[src/rtl/mmio_uart_gpio.sv]
// IO-page peripheral: LED/GPIO output register plus a full-duplex 8N1 UART with
// TX/RX FIFOs, sticky error flags and a registered RX-available interrupt.
module mmio_uart_gpio #(
    parameter int CLK_FREQ = 27000000,
    parameter int BAUD     = 115200,
    parameter int LED_W    = 6,
    parameter int TX_DEPTH = 8,
    parameter int RX_DEPTH = 4
) (
    input  logic             clk,
    input  logic             rst_n,
    input  logic             sel,
    input  logic [3:0]       wordaddr,
    input  logic [3:0]       wmask,
    input  logic [31:0]      wdata,
    input  logic             ren,
    output logic [31:0]      rdata,
    output logic [LED_W-1:0] leds,
    input  logic             rxd,
    output logic             txd,
    output logic             irq
);
    localparam int CPB   = CLK_FREQ / BAUD;
    localparam int CNT_W = $clog2(CPB) + 1;
    localparam int TXA   = $clog2(TX_DEPTH);
    localparam int RXA   = $clog2(RX_DEPTH);
    localparam logic [CNT_W-1:0] CNT_ZERO = {CNT_W{1'b0}};
    localparam logic [CNT_W-1:0] CNT_ONE  = {{(CNT_W-1){1'b0}}, 1'b1};
    localparam logic [CNT_W-1:0] CNT_LAST = CNT_W'(CPB - 1);
    localparam logic [CNT_W-1:0] CNT_HALF = CNT_W'(CPB / 2 - 1);
    localparam logic [TXA:0]     TX_PTR_ONE = {{TXA{1'b0}}, 1'b1};
    localparam logic [RXA:0]     RX_PTR_ONE = {{RXA{1'b0}}, 1'b1};

    typedef enum logic [1:0] {S_IDLE = 2'd0, S_START = 2'd1, S_DATA = 2'd2, S_STOP = 2'd3} uart_state_e;

    logic             wr, rd, tx_wr, ctrl_wr, rx_pop, unused_wdata;
    logic [31:0]      status, rxdat;
    logic [LED_W-1:0] leds_d, leds_q;
    logic [7:0]       tx_mem_d [TX_DEPTH];
    logic [7:0]       tx_mem_q [TX_DEPTH];
    logic [TXA:0]     tx_wp_d, tx_wp_q, tx_rp_d, tx_rp_q;
    logic             tx_full, tx_empty, tx_push, tx_pop, tx_busy;
    logic [7:0]       tx_head, tx_shift_d, tx_shift_q;
    uart_state_e      tx_state_d, tx_state_q, rx_state_d, rx_state_q;
    logic [CNT_W-1:0] tx_cnt_d, tx_cnt_q, rx_cnt_d, rx_cnt_q;
    logic [2:0]       tx_bit_d, tx_bit_q, rx_bit_d, rx_bit_q;
    logic             txd_d, txd_q;
    logic             rx_meta_d, rx_meta_q, rx_sync_d, rx_sync_q, rx_break_d, rx_break_q;
    logic [7:0]       rx_shift_d, rx_shift_q, rx_head;
    logic [7:0]       rx_mem_d [RX_DEPTH];
    logic [7:0]       rx_mem_q [RX_DEPTH];
    logic [RXA:0]     rx_wp_d, rx_wp_q, rx_rp_d, rx_rp_q;
    logic             rx_full, rx_valid, rx_done, rx_push, frm_set;
    logic             rx_ovf_d, rx_ovf_q, tx_ovf_d, tx_ovf_q, frm_err_d, frm_err_q;
    logic             irq_en_d, irq_en_q, irq_d, irq_q;

    assign unused_wdata = ^wdata[31:9];

    // Bus decode, FIFO flags and the OR-combined read mux
    always_comb begin
        wr       = sel & (|wmask);
        rd       = sel & ren;
        tx_wr    = wr & wordaddr[1];
        ctrl_wr  = wr & wordaddr[2];
        tx_empty = (tx_wp_q == tx_rp_q);
        tx_full  = (tx_wp_q[TXA] != tx_rp_q[TXA]) && (tx_wp_q[TXA-1:0] == tx_rp_q[TXA-1:0]);
        tx_head  = tx_mem_q[tx_rp_q[TXA-1:0]];
        tx_busy  = ~tx_empty | (tx_state_q != S_IDLE);
        rx_valid = (rx_wp_q != rx_rp_q);
        rx_full  = (rx_wp_q[RXA] != rx_rp_q[RXA]) && (rx_wp_q[RXA-1:0] == rx_rp_q[RXA-1:0]);
        rx_head  = rx_mem_q[rx_rp_q[RXA-1:0]];
        rx_pop   = rd & wordaddr[3] & rx_valid;
        // Bit 9 mirrors tx_full for firmware that polls it as "busy".
        status   = {22'd0, tx_full, irq_en_q, 1'b0, frm_err_q, tx_ovf_q, rx_ovf_q,
                    rx_valid, tx_busy, tx_empty, tx_full};
        rxdat    = rx_valid ? {23'd0, 1'b1, rx_head} : 32'd0;
        rdata    = sel ? (({32{wordaddr[0]}} & 32'(leds_q)) |
                          ({32{wordaddr[2]}} & status) |
                          ({32{wordaddr[3]}} & rxdat)) : 32'd0;
    end

    // TX serialiser: start, 8 data bits LSB first, stop; chains frames without idle
    always_comb begin
        tx_state_d = tx_state_q;
        tx_cnt_d   = tx_cnt_q;
        tx_bit_d   = tx_bit_q;
        tx_shift_d = tx_shift_q;
        tx_pop     = 1'b0;
        case (tx_state_q)
            S_IDLE: begin
                tx_cnt_d = CNT_ZERO;
                if (!tx_empty) begin
                    tx_pop     = 1'b1;
                    tx_shift_d = tx_head;
                    tx_state_d = S_START;
                end else begin
                    tx_state_d = S_IDLE;
                end
            end
            S_START: begin
                if (tx_cnt_q == CNT_LAST) begin
                    tx_cnt_d   = CNT_ZERO;
                    tx_bit_d   = 3'd0;
                    tx_state_d = S_DATA;
                end else begin
                    tx_cnt_d = tx_cnt_q + CNT_ONE;
                end
            end
            S_DATA: begin
                if (tx_cnt_q == CNT_LAST) begin
                    tx_cnt_d = CNT_ZERO;
                    if (tx_bit_q == 3'd7) begin
                        tx_state_d = S_STOP;
                    end else begin
                        tx_bit_d   = tx_bit_q + 3'd1;
                        tx_shift_d = {1'b0, tx_shift_q[7:1]};
                    end
                end else begin
                    tx_cnt_d = tx_cnt_q + CNT_ONE;
                end
            end
            S_STOP: begin
                if (tx_cnt_q == CNT_LAST) begin
                    tx_cnt_d = CNT_ZERO;
                    if (!tx_empty) begin
                        tx_pop     = 1'b1;
                        tx_shift_d = tx_head;
                        tx_state_d = S_START;
                    end else begin
                        tx_state_d = S_IDLE;
                    end
                end else begin
                    tx_cnt_d = tx_cnt_q + CNT_ONE;
                end
            end
            default: tx_state_d = S_IDLE;
        endcase
        case (tx_state_d)
            S_START: txd_d = 1'b0;
            S_DATA:  txd_d = tx_shift_d[0];
            default: txd_d = 1'b1;
        endcase
    end

    // RX synchroniser and deserialiser; a framing error holds off until the line idles high
    always_comb begin
        rx_meta_d  = rxd;
        rx_sync_d  = rx_meta_q;
        rx_state_d = rx_state_q;
        rx_cnt_d   = rx_cnt_q;
        rx_bit_d   = rx_bit_q;
        rx_shift_d = rx_shift_q;
        rx_break_d = rx_break_q;
        rx_done    = 1'b0;
        frm_set    = 1'b0;
        case (rx_state_q)
            S_IDLE: begin
                rx_cnt_d = CNT_ZERO;
                if (rx_break_q) begin
                    rx_break_d = ~rx_sync_q;
                end else if (!rx_sync_q) begin
                    rx_state_d = S_START;
                end else begin
                    rx_state_d = S_IDLE;
                end
            end
            S_START: begin
                if (rx_cnt_q == CNT_HALF) begin
                    rx_cnt_d   = CNT_ZERO;
                    rx_bit_d   = 3'd0;
                    rx_state_d = rx_sync_q ? S_IDLE : S_DATA;
                end else begin
                    rx_cnt_d = rx_cnt_q + CNT_ONE;
                end
            end
            S_DATA: begin
                if (rx_cnt_q == CNT_LAST) begin
                    rx_cnt_d   = CNT_ZERO;
                    rx_shift_d = {rx_sync_q, rx_shift_q[7:1]};
                    if (rx_bit_q == 3'd7) begin
                        rx_state_d = S_STOP;
                    end else begin
                        rx_bit_d = rx_bit_q + 3'd1;
                    end
                end else begin
                    rx_cnt_d = rx_cnt_q + CNT_ONE;
                end
            end
            S_STOP: begin
                if (rx_cnt_q == CNT_LAST) begin
                    rx_cnt_d   = CNT_ZERO;
                    rx_state_d = S_IDLE;
                    if (rx_sync_q) begin
                        rx_done = 1'b1;
                    end else begin
                        frm_set    = 1'b1;
                        rx_break_d = 1'b1;
                    end
                end else begin
                    rx_cnt_d = rx_cnt_q + CNT_ONE;
                end
            end
            default: rx_state_d = S_IDLE;
        endcase
    end

    // FIFO storage, pointers, sticky flags, LED register and interrupt
    always_comb begin
        tx_push  = tx_wr & (~tx_full | tx_pop);
        rx_push  = rx_done & ~rx_full;
        tx_mem_d = tx_mem_q;
        rx_mem_d = rx_mem_q;
        if (tx_push) begin
            tx_mem_d[tx_wp_q[TXA-1:0]] = wdata[7:0];
        end else begin
            tx_mem_d = tx_mem_q;
        end
        if (rx_push) begin
            rx_mem_d[rx_wp_q[RXA-1:0]] = rx_shift_q;
        end else begin
            rx_mem_d = rx_mem_q;
        end
        tx_wp_d   = tx_push ? (tx_wp_q + TX_PTR_ONE) : tx_wp_q;
        tx_rp_d   = tx_pop  ? (tx_rp_q + TX_PTR_ONE) : tx_rp_q;
        rx_wp_d   = rx_push ? (rx_wp_q + RX_PTR_ONE) : rx_wp_q;
        rx_rp_d   = rx_pop  ? (rx_rp_q + RX_PTR_ONE) : rx_rp_q;
        // Clear first, then OR in the set event so a coincident set wins.
        rx_ovf_d  = (rx_ovf_q  & ~(ctrl_wr & wdata[4])) | (rx_done & rx_full);
        tx_ovf_d  = (tx_ovf_q  & ~(ctrl_wr & wdata[5])) | (tx_wr & ~tx_push);
        frm_err_d = (frm_err_q & ~(ctrl_wr & wdata[6])) | frm_set;
        irq_en_d  = ctrl_wr ? wdata[8] : irq_en_q;
        irq_d     = irq_en_q & rx_valid;
        leds_d    = (wr & wordaddr[0]) ? wdata[LED_W-1:0] : leds_q;
    end

    // State registers
    always_ff @(posedge clk or negedge rst_n) begin
        if (!rst_n) begin
            leds_q     <= {LED_W{1'b0}};
            tx_mem_q   <= '{default: 8'h00};
            rx_mem_q   <= '{default: 8'h00};
            tx_wp_q    <= {(TXA+1){1'b0}};
            tx_rp_q    <= {(TXA+1){1'b0}};
            rx_wp_q    <= {(RXA+1){1'b0}};
            rx_rp_q    <= {(RXA+1){1'b0}};
            tx_state_q <= S_IDLE;
            tx_cnt_q   <= CNT_ZERO;
            tx_bit_q   <= 3'd0;
            tx_shift_q <= 8'h00;
            txd_q      <= 1'b1;
            rx_meta_q  <= 1'b1;
            rx_sync_q  <= 1'b1;
            rx_state_q <= S_IDLE;
            rx_cnt_q   <= CNT_ZERO;
            rx_bit_q   <= 3'd0;
            rx_shift_q <= 8'h00;
            rx_break_q <= 1'b0;
            rx_ovf_q   <= 1'b0;
            tx_ovf_q   <= 1'b0;
            frm_err_q  <= 1'b0;
            irq_en_q   <= 1'b0;
            irq_q      <= 1'b0;
        end else begin
            leds_q     <= leds_d;
            tx_mem_q   <= tx_mem_d;
            rx_mem_q   <= rx_mem_d;
            tx_wp_q    <= tx_wp_d;
            tx_rp_q    <= tx_rp_d;
            rx_wp_q    <= rx_wp_d;
            rx_rp_q    <= rx_rp_d;
            tx_state_q <= tx_state_d;
            tx_cnt_q   <= tx_cnt_d;
            tx_bit_q   <= tx_bit_d;
            tx_shift_q <= tx_shift_d;
            txd_q      <= txd_d;
            rx_meta_q  <= rx_meta_d;
            rx_sync_q  <= rx_sync_d;
            rx_state_q <= rx_state_d;
            rx_cnt_q   <= rx_cnt_d;
            rx_bit_q   <= rx_bit_d;
            rx_shift_q <= rx_shift_d;
            rx_break_q <= rx_break_d;
            rx_ovf_q   <= rx_ovf_d;
            tx_ovf_q   <= tx_ovf_d;
            frm_err_q  <= frm_err_d;
            irq_en_q   <= irq_en_d;
            irq_q      <= irq_d;
        end
    end

    assign leds = leds_q;
    assign txd  = txd_q;
    assign irq  = irq_q;
endmodule

[config.mk]
export PLATFORM = sky130hd
export DESIGN_NAME = mmio_uart_gpio
export DESIGN_NICKNAME = d
export VERILOG_FILES = /design/src/rtl/mmio_uart_gpio.sv
export SDC_FILE = /design/constraint.sdc
export NUM_CORES = 1
export LEC_CHECK = 0
export ABC_CLOCK_PERIOD_IN_PS = 7300
export CAP_MARGIN = 20
export CORE_MARGIN = 4
export CORE_UTILIZATION = 60
export DETAILED_ROUTE_END_ITERATION = 16
export HOLD_SLACK_MARGIN = 0.06
export PLACE_DENSITY = 0.86
export SETUP_SLACK_MARGIN = 0.3
export SKIP_LAST_GASP = 1
export SYNTH_ARGS = -nofsm -noshare
export SYNTH_HDL_FRONTEND = slang
export SYNTH_SLANG_ARGS = --single-unit
[constraint.sdc]
create_clock -name clk -period 7.3 [get_ports clk]
set_clock_uncertainty 0.05 [all_clocks]
set_input_delay 1.46 -clock clk [delete_from_list [all_inputs] [get_ports clk]]
set_output_delay 1.46 -clock clk [all_outputs]
set_load 0.02 [all_outputs]
==> flow_summary_export.csv, run 1 <==
group,metric,value,unit
worst_hold_path,hold_end,"rx_sync_q",
clock_tree,cts_root_buf,"clkbuf_16",
worst_setup_path,r2r.worst_path.cells,6,
sta,tightest_slew,1.05,ns
global_route,antenna_found_initial,0,
worst_setup_path,timing.rr.end,"tx_mem_q[7]",
worst_hold_path,hp-start,"rx_meta_q",
sta,setup_viol_count_final,0,
routing,vias_per_cell,5.95,
global_route,grtUsageTotal,22.6,%
global_route,grt_start_max_net_pins,97,
floorplanning,pin_count,85,
clock_tree,post_cts_resized,0,
logic_synthesis,synth_top_area_share,50.1,%
logic_synthesis,synth_ff_type,"dfrtp_1",
worst_setup_path,timing.rr.start,"tx_rp_q[1]",
power_and_ir_drop,p_comb_share,27.8,%
placement,placed_cells,817,
worst_setup_path,worstPathRequired,5.79,ns
logic_synthesis,synth_common_cells,"166 x dfrtp_1, 91 x mux2_2, 38 x nand2_1",
floorplanning,start_util,61.9,%
power_and_ir_drop,switchingPower,970,uW
logic_synthesis,synthCells,624,
placement,io_buffer_count,39,
worst_setup_path,rrSetupSlack,3.54,ns
logic_synthesis,ys_seq_elements,169,
power_and_ir_drop,peakVddDrop,0.212,mV
cells_and_area,finalNetCount,728,
sta,hold_viol_final,0,
cells_and_area,diodes,0,
clock_tree,cts_setup_buffers,0,
power_and_ir_drop,p_leak,0.00430,uW
logic_synthesis,syn_area_per_cell,13.3,sq um
clock_tree,cts_made_buffers,17,
clock_tree,clkTransAtPathRegs,0.06,ns
worst_setup_path,worstPathArrival,3.45,ns
status,status,"finished clean",
logic_synthesis,synth_edf_count,0,
power_and_ir_drop,power.density,348,nW/um^2
sta,timing.hold.ws,0.313,ns
power_and_ir_drop,clock_power_share,29.9,%
routing,ant_nets,0,
clock_tree,cts_sinks,169,
placement,gp_congestion,0.839,
worst_setup_path,critPathKind,"input pin to output pin",
cells_and_area,drive_above_1_share,26.7,%
worst_setup_path,endpoint_kind,"output pin",
worst_setup_path,cpMostUsedCell,"clkdlybuf4s50_1",
floorplanning,coreArea,13400,sq um
logic_synthesis,ys_top_cells_by_area,"dfrtp_1 50%, mux2_2 12%, mux4_2 6.5%",
sta,finalCritPeriodShare,67.9,%
cells_and_area,final_cells,850,
power_and_ir_drop,switching_share,29.8,%
logic_synthesis,yosys.cell_count.top_type,"dfrtp_1",
floorplanning,die_h,126,microns
sta,setup_tns,0,ns
routing,drt-initial-drc-count,433,
worst_setup_path,max_stage_delay,0.73,ns
placement,dp_slack,2.34,ns
routing,drc,0,
logic_synthesis,async_reset_ff_share,100,%
sta,fmaxAchievable,202,MHz
routing,dr.pass1.iters,6,
sta,rsz0062_at_grt,"no",
clock_tree,cts.htree.levels,4,
worst_setup_path,critPathMaxFanout,12,
logic_synthesis,ys_seq_area_share,51.0,%
flow_run,cap_violations,0,
clock_tree,postCtsHoldBufs,0,
worst_setup_path,cp-start-kind,"input pin",
placement,dp_hpwl,11200,microns
floorplanning,num_rows,42,
floorplanning,die_w,126,microns
routing,avgRoutedWirePerCell,20.1,microns
sta,timing.final.ws_setup,2.34,ns
clock_tree,cts_tree,"done",
worst_hold_path,hold_path_class,"flop to flop",
logic_synthesis,synth_area_leader_cell,"dfrtp_1",
sta,layout_min_cycle_time,4.96,ns
logic_synthesis,netlist_area,8300,sq um
floorplanning,dieArea,15800,sq um
power_and_ir_drop,seqPwrFrac,42.3,%
cells_and_area,synthToLayoutAreaGrowth,12.7,%
logic_synthesis,yosysWarnings,0,
routing,vias,5055,
cells_and_area,final_util,69.8,%
global_route,gr-total-overflow,0,
power_and_ir_drop,p_int,2290,uW
global_route,grt_pass1_wl,28200,microns
clock_tree,clockBufferDepth,2,
worst_hold_path,min_path_cells,0,
routing,wirelength,17100,microns
logic_synthesis,ys_types,61,
worst_setup_path,worstPathCellList,"clkdlybuf4s50_1 > and3_1 > nand2_1 > o211ai_1 > clkdlybuf4s50_1",
global_route,grt_pass1_vias,5385,
clock_tree,insertion_delay,0.42,ns
sta,slew_headroom,29.6,%
worst_setup_path,crit_path_top_delay_cell,"clkdlybuf4s50_1",
sta,slew_viol_final,0,
-- per-stage QoR --
step / power (uW) / cell area [sq um]
3_3_place_gp: 2220 / 8700
2_1_floorplan: 2060 / 8380
5_1_grt: 3420 / 9350
6_report: 3260 / 9350
3_5_place_dp: 2280 / 8700
4_1_cts: 3280 / 9350
-- how the worst max path moves through the flow --
stage | from | endpoint | depth (start not counted)
final | sel | rdata[1] | 5
after global routing | sel | rdata[1] | 5
after CTS | sel | rdata[1] | 5
after floorplan | sel | rdata[0] | 5
after global placement | sel | rdata[1] | 5
after detailed placement | sel | rdata[1] | 5
-- cells by family (layout without fill, tap and decap cells) --
kind of cell	Yosys count	after routing	synth area share, %
xor+xnor	30	30	3.17
other cells	1	22	0.0452
simple gates	132	132	8.96
flops	169	169	51.0
compound gates	63	63	5.32
buf+inv	59	88	4.25
mux	148	148	23.9
fa+ha+maj	22	22	3.32
-- sequential cells by signal, summed over array words and instances, names as in the netlist, 2 cells and up, named ones only --
name,count
tx_mem_q,64
rx_mem_q,32
rx_cnt_q,9
tx_cnt_q,9
rx_shift_q,8
tx_shift_q,8
leds,6
tx_rp_q,4
tx_wp_q,4
rx_bit_q,3
rx_rp_q,3
rx_wp_q,3
tx_bit_q,3
tx_state_q,2
-- power groups by stage --
| stage | combinational [uW] | sequential [uW] | clock [uW] |
|---|---|---|---|
| after global routing | 982 | 1400 | 1040 |
| after detailed placement | 897 | 1380 | 0 |
| after global placement | 858 | 1360 | 0 |
| final | 906 | 1380 | 974 |
| after CTS | 910 | 1380 | 991 |
| after floorplan | 770 | 1280 | 0 |
-- critical path, delay by kind of cell --
kind,cells,cell delay [ns]
compound gates,1,0.12
simple gates,2,0.49
buf+inv,2,1.37
-- area by class of cell --
| type | count | area, sq um |
|---|---|---|
| flip-flops and latches | 169 | 4230 |
| multi-input cells | 417 | 3790 |
| well taps | 176 | 220 |
| clock inverters | 11 | 195 |
| repair buffers | 42 | 412 |
| clock buffers | 21 | 450 |
| fillers | 868 | 4050 |
| inverters | 14 | 52.6 |
-- cells in the final DEF (no fill, tap or decap), drive strengths merged, types with 3 or more instances in the layout --
master	count
nor4	4
inv	14
and2	3
conb	22
nor2b	4
clkbuf	22
ha	22
nor4b	3
clkinvlp	3
a22o	11
dfstp	3
xor2	13
dfrtp	166
nand3	14
buf	3
mux4	24
clkdlybuf4s50	38
mux2i	9
o21bai	3
nor3	8
o21ai	18
clkinv	3
bufinv	5
nor2	32
xnor2	17
nand2b	3
a31oi	4
nand2	38
a22oi	5
mux2	115
a21oi	5
and3	9
-- metal layers --
layer	share of wire (%)	wire [microns]	track usage (%)
met4	2.2	382	8.55
met2	51	8750	37.1
met5	0	0	0
met1	42	7140	29.0
met3	4.6	781	6.10
Note: power is estimated with default switching activity, not from simulation.
==> inputs of run 2 (changes only) <==
Settings changed: ABC_CLOCK_PERIOD_IN_PS 7300 to 5130, CORE_UTILIZATION 60 to 57, PLACE_DENSITY 0.86 to 0.82.
Clock period 7.3 ns to 5.13 ns, I/O delays scaled along.
==> flow_summary_export.csv, run 2 (synthesis gave the netlist of run 1 again) <==
group,metric,value,unit
status,status,"finished clean",
worst_setup_path,critPathMaxFanout,12,
worst_setup_path,worstPathRequired,4.05,ns
clock_tree,cts_tree,"done",
worst_hold_path,min_path_cells,0,
floorplanning,start_util,59.1,%
sta,tightest_slew,0.952,ns
cells_and_area,finalNetCount,731,
worst_setup_path,rrSetupSlack,1.84,ns
placement,placed_cells,824,
cells_and_area,final_cell_mix,"166 x dfrtp_1, 91 x mux2_2, 38 x nand2_1, 38 x clkdlybuf4s50_1, 32 x nor2_1",
floorplanning,die_w,129,microns
clock_tree,insertion_delay,0.43,ns
routing,vias_per_cell,5.95,
sta,slew_headroom,36.5,%
worst_setup_path,timing.rr.end,"tx_mem_q[5]",
power_and_ir_drop,switchingPower,1470,uW
worst_hold_path,hold_path_class,"flop to flop",
routing,drc,0,
sta,setup_viol_count_final,0,
clock_tree,cts_root_buf,"clkbuf_16",
routing,avgRoutedWirePerCell,20.2,microns
power_and_ir_drop,p_comb_share,29.8,%
cells_and_area,largest_register,"tx_mem_q",
clock_tree,clkTransAtPathRegs,0.07,ns
global_route,grt_pass1_wl,28400,microns
sta,layout_min_cycle_time,4.18,ns
floorplanning,coreArea,14000,sq um
sta,finalCritPeriodShare,81.5,%
power_and_ir_drop,seqPwrFrac,41.7,%
cells_and_area,layout_commonest_cell,"dfrtp_1",
clock_tree,post_cts_resized,0,
routing,vias,5095,
placement,dp_hpwl,11600,microns
sta,setup_tns,0,ns
global_route,grt_start_max_net_pins,105,
clock_tree,cts_sinks,169,
worst_setup_path,cp-start-kind,"input pin",
routing,drt-initial-drc-count,408,
worst_setup_path,critPathKind,"input pin to output pin",
worst_setup_path,worstPathArrival,3.10,ns
floorplanning,pin_count,85,
clock_tree,cts_setup_buffers,0,
power_and_ir_drop,p_leak,0.00430,uW
power_and_ir_drop,switching_share,32.3,%
cells_and_area,final_cells,857,
power_and_ir_drop,clock_power_share,28.4,%
global_route,gr-total-overflow,0,
routing,dr.pass1.iters,5,
worst_hold_path,hold_end,"rx_sync_q",
sta,rsz0062_at_grt,"no",
clock_tree,cts.htree.levels,4,
sta,slew_viol_final,0,
sta,fmaxAchievable,239,MHz
power_and_ir_drop,power.density,488,nW/um^2
global_route,grtUsageTotal,22.3,%
power_and_ir_drop,peakVddDrop,0.332,mV
cells_and_area,diodes,0,
worst_setup_path,endpoint_kind,"output pin",
floorplanning,dieArea,16600,sq um
clock_tree,clockBufferDepth,2,
clock_tree,postCtsHoldBufs,0,
global_route,antenna_found_initial,1,
worst_setup_path,timing.rr.start,"tx_rp_q[1]",
power_and_ir_drop,fin_total_pwr,4550,uW
routing,ant_nets,0,
placement,gp_congestion,0.801,
clock_tree,cts_made_buffers,17,
global_route,grt_pass1_vias,5417,
flow_run,cap_violations,0,
cells_and_area,largest_register_ffs,64,
power_and_ir_drop,p_int,3080,uW
floorplanning,num_rows,43,
floorplanning,die_h,129,microns
cells_and_area,synthToLayoutAreaGrowth,12.6,%
worst_hold_path,hp-start,"rx_meta_q",
routing,wirelength,17300,microns
cells_and_area,drive_above_1_share,27.5,%
placement,io_buffer_count,39,
cells_and_area,largest_registers,"tx_mem_q x64, rx_mem_q x32",
worst_setup_path,r2r.worst_path.cells,7,
sta,hold_viol_final,0,
[run 2: cell count changes in the layout (fill, tap and decap cells not counted), sizes merged]
cell      change
inv           +8
clkbuf        -5
buf           +4
bufinv        -4
clkinv        +1
clkinvlp      -1
[run 2: worst max path at each step]
stage	startpoint	end	slack [ns]	depth (start not counted)
3_3_place_gp	sel	rdata[1]	0.97	5
5_1_grt	sel	rdata[1]	0.87	5
6_report	sel	rdata[1]	0.95	5
4_1_cts	sel	rdata[1]	0.94	5
2_1_floorplan	sel	rdata[0]	2.07	5
3_5_place_dp	sel	rdata[1]	0.97	5
[run 2: routing by layer]
metal  global-route usage (%)  vias to the layer above  part of all wire [%]
met3                     5.40                       23                   4.6
met4                     6.49                        2                   1.3
met5                        0                        -                 0.069
met1                     28.4                     2671                    42
li1                         -                     2279                     -
met2                     38.2                      120                    52
[run 2: stage by stage]
stage	setup WS (ns)	util, %	instance area (sq um)	hold slack, ns
2_1_floorplan	2.07	-	8380	0.295
3_3_place_gp	0.972	62.2	8730	0.307
3_5_place_dp	0.967	62.2	8730	0.307
4_1_cts	0.936	66.5	9340	0.323
5_1_grt	0.874	66.5	9340	0.335
6_report	0.950	66.5	9340	0.319
[run 2: critical path: stages]
cell             delay, ns
clkdlybuf4s50_1       0.74
and3_1                0.47
nand2_1               0.09
o211ai_1              0.12
clkdlybuf4s50_1       0.65
[run 2: layout make-up]
| class | count | area, sq um |
|---|---|---|
| Timing Repair Buffer | 45 | 434 |
| Tap cell | 180 | 225 |
| Clock buffer | 17 | 425 |
| Clock inverter | 15 | 180 |
| Fill cell | 1017 | 4700 |
| Multi-Input combinational cell | 417 | 3790 |
| Inverter | 14 | 52.6 |
| Sequential cell | 169 | 4230 |
[run 2: power groups by stage]
stage          clock network, uW  registers (uW)  logic [uW]
2_1_floorplan                  0            1830        1100
3_3_place_gp                   0            1880        1290
3_5_place_dp                   0            1910        1360
4_1_cts                     1310            1900        1370
5_1_grt                     1380            1940        1460
6_report                    1300            1900        1360
